File: src/rtl/des_pkg.sv
// DES permutation tables, S-box lookups, key schedule and FSM types.
// Shared by the DES encrypt and decrypt cores.
package des_pkg;

    typedef enum logic [1:0] {
        S_IDLE,
        S_ROUND,
        S_DONE
    } state_t;

    // Right-rotation amounts for K16..K1 (reverse of the encrypt shifts)
    localparam int ROT [16] = '{0, 1, 2, 2, 2, 2, 2, 2,
                                1, 2, 2, 2, 2, 2, 2, 1};

    localparam int IP_T [64] = '{
        58, 50, 42, 34, 26, 18, 10, 2,
        60, 52, 44, 36, 28, 20, 12, 4,
        62, 54, 46, 38, 30, 22, 14, 6,
        64, 56, 48, 40, 32, 24, 16, 8,
        57, 49, 41, 33, 25, 17, 9,  1,
        59, 51, 43, 35, 27, 19, 11, 3,
        61, 53, 45, 37, 29, 21, 13, 5,
        63, 55, 47, 39, 31, 23, 15, 7};

    localparam int FP_T [64] = '{
        40, 8, 48, 16, 56, 24, 64, 32,
        39, 7, 47, 15, 55, 23, 63, 31,
        38, 6, 46, 14, 54, 22, 62, 30,
        37, 5, 45, 13, 53, 21, 61, 29,
        36, 4, 44, 12, 52, 20, 60, 28,
        35, 3, 43, 11, 51, 19, 59, 27,
        34, 2, 42, 10, 50, 18, 58, 26,
        33, 1, 41, 9,  49, 17, 57, 25};

    localparam int E_T [48] = '{
        32, 1,  2,  3,  4,  5,
        4,  5,  6,  7,  8,  9,
        8,  9,  10, 11, 12, 13,
        12, 13, 14, 15, 16, 17,
        16, 17, 18, 19, 20, 21,
        20, 21, 22, 23, 24, 25,
        24, 25, 26, 27, 28, 29,
        28, 29, 30, 31, 32, 1};

    localparam int P_T [32] = '{
        16, 7,  20, 21, 29, 12, 28, 17,
        1,  15, 23, 26, 5,  18, 31, 10,
        2,  8,  24, 14, 32, 27, 3,  9,
        19, 13, 30, 6,  22, 11, 4,  25};

    localparam int PC1_T [56] = '{
        57, 49, 41, 33, 25, 17, 9,
        1,  58, 50, 42, 34, 26, 18,
        10, 2,  59, 51, 43, 35, 27,
        19, 11, 3,  60, 52, 44, 36,
        63, 55, 47, 39, 31, 23, 15,
        7,  62, 54, 46, 38, 30, 22,
        14, 6,  61, 53, 45, 37, 29,
        21, 13, 5,  28, 20, 12, 4};

    localparam int PC2_T [48] = '{
        14, 17, 11, 24, 1,  5,
        3,  28, 15, 6,  21, 10,
        23, 19, 12, 4,  26, 8,
        16, 7,  27, 20, 13, 2,
        41, 52, 31, 37, 47, 55,
        30, 40, 51, 45, 33, 48,
        44, 49, 39, 56, 34, 53,
        46, 42, 50, 36, 29, 32};

    // One 256-bit row per box; entry (row*16+col) is a nibble, entry 0 at the MSB
    localparam logic [255:0] SBOX_T [8] = '{
        256'hE4D12FB83A6C5907_0F74E2D1A6CB9538_41E8D62BFC973A50_FC8249175B3EA06D,
        256'hF18E6B34972DC05A_3D47F28EC01A69B5_0E7BA4D158C6932F_D8A13F42B67C05E9,
        256'hA09E63F51DC7B428_D709346A285ECBF1_D6498F30B12C5AE7_1AD069874FE3B52C,
        256'h7DE3069A1285BC4F_D8B56F03472C1AE9_A690CB7DF13E5284_3F06A1D8945BC72E,
        256'h2C417AB6853FD0E9_EB2C47D150FA3986_421BAD78F9C5630E_B8C71E2D6F09A453,
        256'hC1AF92680D34E75B_AF427C9561DE0B38_9EF528C3704A1DB6_432C95FABE17608D,
        256'h4B2EF08D3C975A61_D0B7491AE35C2F86_14BDC37EAF680592_6BD814A7950FE23C,
        256'hD2846FB1A93E50C7_1FD8A374C56B0E92_7B419CE206ADF358_21E74A8DFC90356B};

    function automatic logic [63:0] ip(input logic [63:0] x);
        logic [63:0] o;
        for (int i = 0; i < 64; i++) o[63-i] = x[64-IP_T[i]];
        return o;
    endfunction

    function automatic logic [63:0] fp(input logic [63:0] x);
        logic [63:0] o;
        for (int i = 0; i < 64; i++) o[63-i] = x[64-FP_T[i]];
        return o;
    endfunction

    function automatic logic [47:0] e_exp(input logic [31:0] x);
        logic [47:0] o;
        for (int i = 0; i < 48; i++) o[47-i] = x[32-E_T[i]];
        return o;
    endfunction

    function automatic logic [31:0] p_perm(input logic [31:0] x);
        logic [31:0] o;
        for (int i = 0; i < 32; i++) o[31-i] = x[32-P_T[i]];
        return o;
    endfunction

    function automatic logic [55:0] pc1(input logic [63:0] x);
        logic [55:0] o;
        for (int i = 0; i < 56; i++) o[55-i] = x[64-PC1_T[i]];
        return o;
    endfunction

    function automatic logic [47:0] pc2(input logic [55:0] x);
        logic [47:0] o;
        for (int i = 0; i < 48; i++) o[47-i] = x[56-PC2_T[i]];
        return o;
    endfunction

    function automatic logic [3:0] sbox(input int n, input logic [5:0] x);
        int idx;
        idx = int'({x[5], x[0], x[4:1]});
        return SBOX_T[n][255-4*idx -: 4];
    endfunction

    function automatic logic [27:0] rotr28(input logic [27:0] v, input int n);
        logic [27:0] o;
        case (n)
            1:       o = {v[0], v[27:1]};
            2:       o = {v[1:0], v[27:2]};
            default: o = v;
        endcase
        return o;
    endfunction

    // 1 when any key byte fails odd parity
    function automatic logic key_par_bad(input logic [63:0] k);
        logic bad;
        bad = 1'b0;
        for (int b = 0; b < 8; b++) begin
            if (~^k[8*b+7 -: 8]) bad = 1'b1;
        end
        return bad;
    endfunction

endpackage

File: src/rtl/des_f.sv
// DES round function f(R,K): expansion, key mix, S-boxes, P permutation.
// Purely combinational.
module des_f
    import des_pkg::*;
(
    input  logic [31:0] r,
    input  logic [47:0] k,
    output logic [31:0] f
);

    logic [47:0] x;
    logic [31:0] s;

    assign x = e_exp(r) ^ k;

    for (genvar g = 0; g < 8; g++) begin : g_sbox
        assign s[31-4*g -: 4] = sbox(g, x[47-6*g -: 6]);
    end

    assign f = p_perm(s);

endmodule

File: src/rtl/des_decrypt_core.sv
// Iterative DES decryption: one Feistel round per clock, subkeys
// produced K16..K1 by right-rotating the C/D halves.
module des_decrypt_core
    import des_pkg::*;
#(
    parameter bit CHECK_PARITY = 1'b0
) (
    input  logic        clk,
    input  logic        rst_n,
    input  logic        in_valid,
    output logic        in_ready,
    input  logic [63:0] ct,
    input  logic [63:0] key,
    output logic        out_valid,
    input  logic        out_ready,
    output logic [63:0] pt,
    output logic        busy,
    output logic        key_par_err
);

    state_t      state, state_nx;
    logic [3:0]  cnt;
    logic [31:0] l, r;
    logic [27:0] c, d;
    logic [27:0] cs, ds;
    logic [47:0] rk;
    logic [31:0] fo;
    logic        acc;
    logic        last;

    assign in_ready = (state == S_IDLE);
    assign busy     = (state != S_IDLE);
    assign acc      = in_valid && in_ready;
    assign last     = (cnt == 4'd15);

    always_comb begin
        cs = rotr28(c, ROT[cnt]);
        ds = rotr28(d, ROT[cnt]);
        rk = pc2({cs, ds});
    end

    des_f u_f (
        .r (r),
        .k (rk),
        .f (fo)
    );

    always_ff @(posedge clk or negedge rst_n) begin
        if (!rst_n) state <= S_IDLE;
        else        state <= state_nx;
    end

    always_comb begin
        state_nx = state;
        unique case (state)
            S_IDLE:  if (in_valid) state_nx = S_ROUND;
            S_ROUND: if (last)     state_nx = S_DONE;
            S_DONE:  if (out_ready) state_nx = S_IDLE;
            default: state_nx = S_IDLE;
        endcase
    end

    always_ff @(posedge clk or negedge rst_n) begin
        if (!rst_n) begin
            cnt       <= '0;
            l         <= '0;
            r         <= '0;
            c         <= '0;
            d         <= '0;
            pt        <= '0;
            out_valid <= 1'b0;
        end else begin
            if (acc) begin
                {l, r} <= ip(ct);
                {c, d} <= pc1(key);
                cnt    <= '0;
            end
            if (state == S_ROUND) begin
                l   <= r;
                r   <= l ^ fo;
                c   <= cs;
                d   <= ds;
                cnt <= cnt + 4'd1;
                // Final swap is undone by loading {R',L'} into FP
                if (last) begin
                    pt        <= fp({l ^ fo, r});
                    out_valid <= 1'b1;
                end
            end
            if (state == S_DONE && out_ready) out_valid <= 1'b0;
        end
    end

    if (CHECK_PARITY) begin : g_par
        logic par_q;
        always_ff @(posedge clk or negedge rst_n) begin
            if (!rst_n)   par_q <= 1'b0;
            else if (acc) par_q <= key_par_bad(key);
        end
        assign key_par_err = par_q;
    end else begin : g_nopar
        assign key_par_err = 1'b0;
    end

endmodule

File: config.mk
export PLATFORM = sky130hd
export DESIGN_NAME = des_decrypt_core
export DESIGN_NICKNAME = d
export VERILOG_FILES = /design/src/rtl/des_pkg.sv /design/src/rtl/des_f.sv /design/src/rtl/des_decrypt_core.sv
export SDC_FILE = /design/constraint.sdc
export NUM_CORES = 1
export LEC_CHECK = 0
export BUFFER_PORTS_ARGS = -buffer_cell sky130_fd_sc_hd__buf_2
export CORE_ASPECT_RATIO = 1.1
export CORE_UTILIZATION = 55
export CTS_CLUSTER_DIAMETER = 80
export DETAILED_ROUTE_END_ITERATION = 8
export GPL_ROUTABILITY_DRIVEN = 1
export GPL_TIMING_DRIVEN = 0
export PLACE_DENSITY = 0.77
export SKIP_LAST_GASP = 1
export SYNTH_ARGS = -nofsm -noshare
export SYNTH_HDL_FRONTEND = slang
export SYNTH_SLANG_ARGS = --single-unit
export TNS_END_PERCENT = 10
File: constraint.sdc
create_clock -name clk -period 12.2 [get_ports clk]
set_input_delay 1.83 -clock clk [delete_from_list [all_inputs] [get_ports clk]]
set_output_delay 1.83 -clock clk [all_outputs]
set_load 0.005 [all_outputs]
==> results of run 1 <==
[metrics by stage]
stage          cells  hold slack [ns]
2_1_floorplan   1778           0.4698
6_report        2358           0.4726
3_5_place_dp    2326           0.4587
3_3_place_gp    2325           0.4538
5_1_grt         2358           0.4948
4_1_cts         2358           0.4772
[final cells by class]
class | count | share of cell area
Clock inverter | 13 | 0.008565
Tap cell | 357 | 0.02613
Buffer | 149 | 0.04107
Timing Repair Buffer | 191 | 0.05783
Inverter | 41 | 0.009297
Clock buffer | 19 | 0.02592
Multi-Input combinational cell | 1397 | 0.5515
Sequential cell | 191 | 0.2796
[cell families (layout without fill, tap and decap cells)]
kind of cell    count (synthesis)  after routing  share of synthesized area
mux                            92             92                    0.06793
simple gates                  598            598                     0.1767
xor+xnor                      102            102                    0.07092
fa+ha+maj                      66             66                    0.05464
compound gates                538            538                     0.2552
other cells                     1              1                  0.0002489
buf+inv                       190            413                    0.05713
flops                         191            191                     0.3172
[cells in the final DEF (no fill, tap or decap), types with 48 or more instances in the layout]
master,n
a21oi_1,65
a221o_1,54
a22oi_1,48
a31oi_1,50
buf_2,225
clkbuf_1,85
dfrtp_1,191
ha_1,65
mux2i_1,70
nand2_1,273
nor2_1,132
o21ai_0,86
xnor2_1,49
[tightest hold or removal path, cell delays in order, from the launching register on]
cell     delay [ns]
dfrtp_1        0.34
nand2_1        0.05
nand2_1        0.05
[synthesized netlist by cell type, types with 7 or more instances]
| cell | count |
|---|---|
| a2111oi_0 | 9 |
| a211oi_1 | 26 |
| a21o_1 | 11 |
| a21oi_1 | 65 |
| a221o_1 | 54 |
| a221oi_1 | 15 |
| a22o_1 | 33 |
| a22oi_1 | 48 |
| a311oi_1 | 7 |
| a31oi_1 | 50 |
| and2_1 | 8 |
| and3_1 | 41 |
| buf_1 | 9 |
| buf_2 | 36 |
| buf_4 | 14 |
| clkbuf_1 | 84 |
| dfrtp_1 | 191 |
| ha_1 | 65 |
| inv_1 | 39 |
| mux2_2 | 13 |
| mux2i_1 | 70 |
| nand2_1 | 273 |
| nand2b_1 | 11 |
| nand3_1 | 23 |
| nand4_1 | 8 |
| nor2_1 | 132 |
| nor2b_1 | 22 |
| nor3_1 | 45 |
| nor4_1 | 7 |
| o2111ai_1 | 13 |
| o211ai_1 | 29 |
| o21a_1 | 9 |
| o21ai_0 | 86 |
| o21ai_1 | 20 |
| o22ai_1 | 10 |
| o31ai_1 | 9 |
| or3_1 | 10 |
| xnor2_1 | 49 |
| xor2_1 | 35 |
| xor2_2 | 9 |
[sequential cells by signal, indices dropped and copies added, names as in the netlist]
register   count
pt            64
l             32
r             32
c             28
d             28
cnt            4
state          2
out_valid      1
[layer usage]
metal / vias to the layer above / routed length (microns) / part of all wire
met5: - / 0 / 0
li1: 6930 / - / -
met2: 1018 / 24870 / 0.44
met4: 0 / 3021 / 0.054
met3: 178 / 6067 / 0.11
met1: 7489 / 22200 / 0.40
[worst max path at each step]
stage / start / to / slack, ns / depth (start not counted)
after floorplan: cnt[0]$_DFFE_PN0P_ / pt[42]$_DFFE_PN0P_ / 7.76 / 21
after global placement: rst_n / c[1]$_DFFE_PN0P_ / 6.08 / 1
after detailed placement: cnt[0]$_DFFE_PN0P_ / r[20]$_DFFE_PN0P_ / 6.38 / 21
after CTS: cnt[0]$_DFFE_PN0P_ / r[20]$_DFFE_PN0P_ / 6.31 / 21
after global routing: cnt[0]$_DFFE_PN0P_ / pt[28]$_DFFE_PN0P_ / 5.92 / 21
final: cnt[0]$_DFFE_PN0P_ / r[20]$_DFFE_PN0P_ / 6.11 / 21
==> flow_summary.json, run 1 <==
{
  "drc": 0,
  "worstMarginPinSlew_ns": 1.060,
  "root_buffer": "clkbuf_16",
  "timing.rr.end": "r[20]$_DFFE_PN0P_",
  "use_met2": 0.6181,
  "yosys_warnings": 0,
  "pin_count": 200,
  "synth_top_area_cell": "dfrtp_1",
  "critPathKind": "register to register",
  "hold_violations": 0,
  "drt_iter0_markers": 2226,
  "cp_top_family": "compound AO/OA/AOI/OAI gates",
  "vias": 15620,
  "cts_buffers": 17,
  "n_fill_cell": 2353,
  "track_usage": 0.3998,
  "fp.dieArea_sq_mm": 0.02806,
  "hp-start": "pt[38]$_DFFE_PN0P_",
  "yosysSeqAreaShare": 0.3172,
  "place_area_sq_mm": 0.01650,
  "maxSlewHeadroom": 0.2858,
  "slowest_stage": "o21ai_0",
  "cts_setup_buffers": 0,
  "critPathRequiredTime_ns": 12.50,
  "cts_tree": "done",
  "r2r_setup_slack_ns": 6.11,
  "grt_pass1_vias": 14750,
  "synthCells": 1778,
  "ys_async_sr_fraction": 1.000,
  "fin_setup_tns_ns": 0,
  "diodes": 0,
  "vias_per_cell": 6.622,
  "cpPeakStageDelay_ns": 0.82,
  "post-route-util": 0.6340,
  "fp.dieH_microns": 175.6,
  "min_path_cells": 2,
  "path_cells": "ha_1 > mux2_2 > a22oi_1 > inv_1 > ha_1 > buf_4 > buf_6 > a22o_1 > mux2i_4 > xor2_4 > inv_1 > ha_1 > buf_1 > clkbuf_1 > a311oi_1 > nand4_1 > o22ai_1 > o22a_1 > o21ai_0 > xor2_1 > a21oi_1",
  "clock_skew_ns": 0.01899,
  "use_met3": 0.09823,
  "synth-edff-count": 0,
  "pre_cts_slack_ns": 6.379,
  "syn_avg_cell_area_sq_um": 8.474,
  "place.gp.congestion": 1.060,
  "synth_flop_cell": "dfrtp_1",
  "period_share": 0.4989,
  "holdCritPathClass": "register to register",
  "dp_hpwl_microns": 41870,
  "critPathBufInv": 6,
  "min_to": "pt[38]$_DFFE_PN0P_",
  "multi_input_area_sq_mm": 0.009427,
  "clkSlewWorstSetupHoldPaths_ns": 0.08,
  "final_nets": 2185,
  "clock-sinks": 191,
  "post-route-min-period_ns": 6.086,
  "clock_path_buffers": 2,
  "netlist_area_sq_mm": 0.01507,
  "timing.fmax_mhz": 164.3,
  "path_max_fanout": 10,
  "r2r_start": "cnt[0]$_DFFE_PN0P_",
  "drive_above_1_share": 0.1634,
  "setup_viol": 0,
  "grt-busiest-layer": "met2",
  "regArea_sq_mm": 0.004780,
  "yosysTopAreaCellShare": 0.3172,
  "globalRouteMet1Util": 0.5202,
  "grt-ovfl-total": 0,
  "syn_nets": 1975,
  "cp-start-kind": "register",
  "design_area_sq_mm": 0.01709,
  "r2r_cells": 21,
  "rows": 63,
  "wl_microns": 56160,
  "wl_per_cell_microns": 23.82,
  "ys_seq_elements": 191,
  "yosys-top-cells-area": "dfrtp_1 (32%), nand2_1 (6.8%), ha_1 (5.4%), mux2i_1 (4.7%), a221o_1 (3.6%)",
  "antenna_found_initial": 0,
  "cts_hold_buf": 0,
  "grt_pass1_wl_microns": 86050,
  "grt_max_degree": 120,
  "drtAntennaViolNets": 0,
  "cts_resized": 0,
  "start_util": 0.5589,
  "drv_cap": 0,
  "rsz0062_at_grt": "no",
  "clock_latency_ns": 0.46,
  "synth.distinct_cells": 83,
  "coreArea_sq_mm": 0.02696,
  "status": "finished clean",
  "crit_path_frequent_cell": "ha_1",
  "port_buffers": 190,
  "critPathArrivalTime_ns": 6.38,
  "critPathCaptureType": "register",
  "die_w_microns": 159.8,
  "slew_violations": 0,
  "drt_pass1_iterations": 8,
  "fin_ws_ns": 6.114,
  "syn2layout_area_growth_pct": 13.44,
  "htree_levels": 4
}
Power of run 1 is left out: the tool's default activity adds up to more than one toggle a clock period on the data nets, which glitch-free logic cannot reach.
==> run 2, diff against run 1 <==
==> constraint.sdc (replaced) <==
create_clock -name clk -period 6 [get_ports clk]
set_input_delay 0.9 -clock clk [delete_from_list [all_inputs] [get_ports clk]]
set_output_delay 0.9 -clock clk [all_outputs]
set_load 0.005 [all_outputs]
==> flow_summary.json, run 2 (synthesis results as in run 1) <==
{
  "slew_violations": 0,
  "grt_pass1_wl_microns": 86050,
  "cts_tree": "done",
  "drv_cap": 0,
  "diodes": 0,
  "track_usage": 0.3998,
  "setup_viol": 0,
  "hold_violations": 0,
  "fp.dieH_microns": 175.6,
  "n_fill_cell": 2353,
  "clock_path_buffers": 2,
  "clkSlewWorstSetupHoldPaths_ns": 0.08,
  "cp-start-kind": "register",
  "pre_cts_slack_ns": 0.1791,
  "layout_commonest_cell": "nand2_1",
  "cts_buffers": 17,
  "htree_levels": 4,
  "post-route-min-period_ns": 5.954,
  "drt_iter0_markers": 2227,
  "timing.fmax_mhz": 168.0,
  "wl_met1_microns": 22330,
  "path_max_fanout": 12,
  "drtAntennaViolNets": 0,
  "critPathArrivalTime_ns": 6.26,
  "coreArea_sq_mm": 0.02696,
  "rsz0062_at_grt": "no",
  "place.gp.congestion": 1.060,
  "clock-sinks": 191,
  "met3WireLength_microns": 5993,
  "holdCritPathClass": "input port to async pin",
  "grt-ovfl-total": 0,
  "grt_max_degree": 120,
  "critPathRequiredTime_ns": 6.31,
  "fin_ws_ns": 0.04646,
  "port_buffers": 190,
  "root_buffer": "clkbuf_16",
  "path_cells": "ha_1 > mux2_2 > a22oi_1 > inv_1 > ha_1 > buf_4 > buf_2 > a22o_1 > mux2i_1 > xnor2_1 > clkbuf_1 > ha_1 > nor3_1 > a21oi_1 > mux2i_1 > nor3_1 > nor4_1 > xnor2_1 > o21ai_1",
  "slowest_stage": "nor4_1",
  "critPathKind": "register to register",
  "status": "finished clean",
  "grt_pass1_vias": 14750,
  "vias_per_cell": 6.652,
  "critPathBufInv": 4,
  "maxSlewHeadroom": 0.3560,
  "drc": 0,
  "top_register": "pt",
  "wl_met2_microns": 24930,
  "period_share": 0.9923,
  "pin_count": 200,
  "cp_top_family": "simple AND/OR/NAND/NOR gates",
  "final_nets": 2185,
  "rows": 63,
  "antenna_found_initial": 0,
  "wl_per_cell_microns": 23.87,
  "reg_top3": "pt: 64 flops, l: 32 flops, r: 32 flops",
  "clock_skew_ns": 0.01940,
  "cpPeakStageDelay_ns": 0.78,
  "vias": 15690,
  "worstMarginPinSlew_ns": 0.9510,
  "die_w_microns": 159.8,
  "dp_hpwl_microns": 41870,
  "fin_setup_tns_ns": 0,
  "crit_path_frequent_cell": "ha_1",
  "wl_microns": 56280,
  "drt_pass1_iterations": 6,
  "clock_latency_ns": 0.46,
  "highest_layer": "met4",
  "syn2layout_area_growth_pct": 13.46,
  "start_util": 0.5589,
  "largest_reg_flops": 64,
  "critPathCaptureType": "register",
  "drive_above_1_share": 0.1639,
  "most-common-layout-cells": "nand2_1 (273), buf_2 (225), dfrtp_1 (191)",
  "fp.dieArea_sq_mm": 0.02806
}
==> run 2: cell counts in the layout (fill, tap and decap cells not counted) <==
No cell type changed its count.
==> run 2: final timing paths <==
check / from / endpoint / slack [ns] / cells after the start
max: cnt[0]$_DFFE_PN0P_ / r[9]$_DFFE_PN0P_ / 0.05 / 19
min: rst_n / pt[25]$_DFFE_PN0P_ / 0.39 / 1
max reg2reg: cnt[0]$_DFFE_PN0P_ / r[9]$_DFFE_PN0P_ / 0.05 / 19
min reg2reg: pt[38]$_DFFE_PN0P_ / pt[38]$_DFFE_PN0P_ / 0.47 / 2
max in group asynchronous: rst_n / c[23]$_DFFE_PN0P_ / 4.58 / 2
min in group clk: pt[38]$_DFFE_PN0P_ / pt[38]$_DFFE_PN0P_ / 0.47 / 2
==> run 2: final cells by class <==
type	count	area [sq um]	share of cell area
clock inverter	13	146.4	0.008563
timing repair buffer	191	988.4	0.05782
inverter	41	158.9	0.009295
sequential	191	4780	0.2796
buffer	149	701.9	0.04106
multi-input combinational	1397	9430	0.5516
tap	357	446.7	0.02613
clock buffer	19	442.9	0.02591
==> run 2: per-layer routing <==
| metal | track usage | up-vias |
|---|---|---|
| met5 | 0 | - |
| met2 | 0.6181 | 1035 |
| met4 | 0.2075 | 0 |
| met1 | 0.5202 | 7537 |
| met3 | 0.09823 | 183 |
| li1 | - | 6931 |
==> run 2: what timing repair did <==
item	in CTS	in global routing
setup buffers	0	0
resized for setup	0	2
setup endpoints to repair	0	2
hold buffers	0	0
==> run 2: through the flow <==
| stage | util | hold slack (ns) | cells | cell area (sq um) |
|---|---|---|---|---|
| 6_report | 0.6341 | 0.3939 | 2358 | 17100 |
| 5_1_grt | 0.6341 | 0.4430 | 2358 | 17100 |
| 4_1_cts | 0.6340 | 0.4242 | 2358 | 17090 |
| 3_5_place_dp | 0.6121 | 0.4587 | 2326 | 16500 |
| 3_3_place_gp | 0.6107 | 0.4538 | 2325 | 16460 |
| 2_1_floorplan | - | 0.4698 | 1778 | 15070 |
Power of run 2 is left out for the same reason.
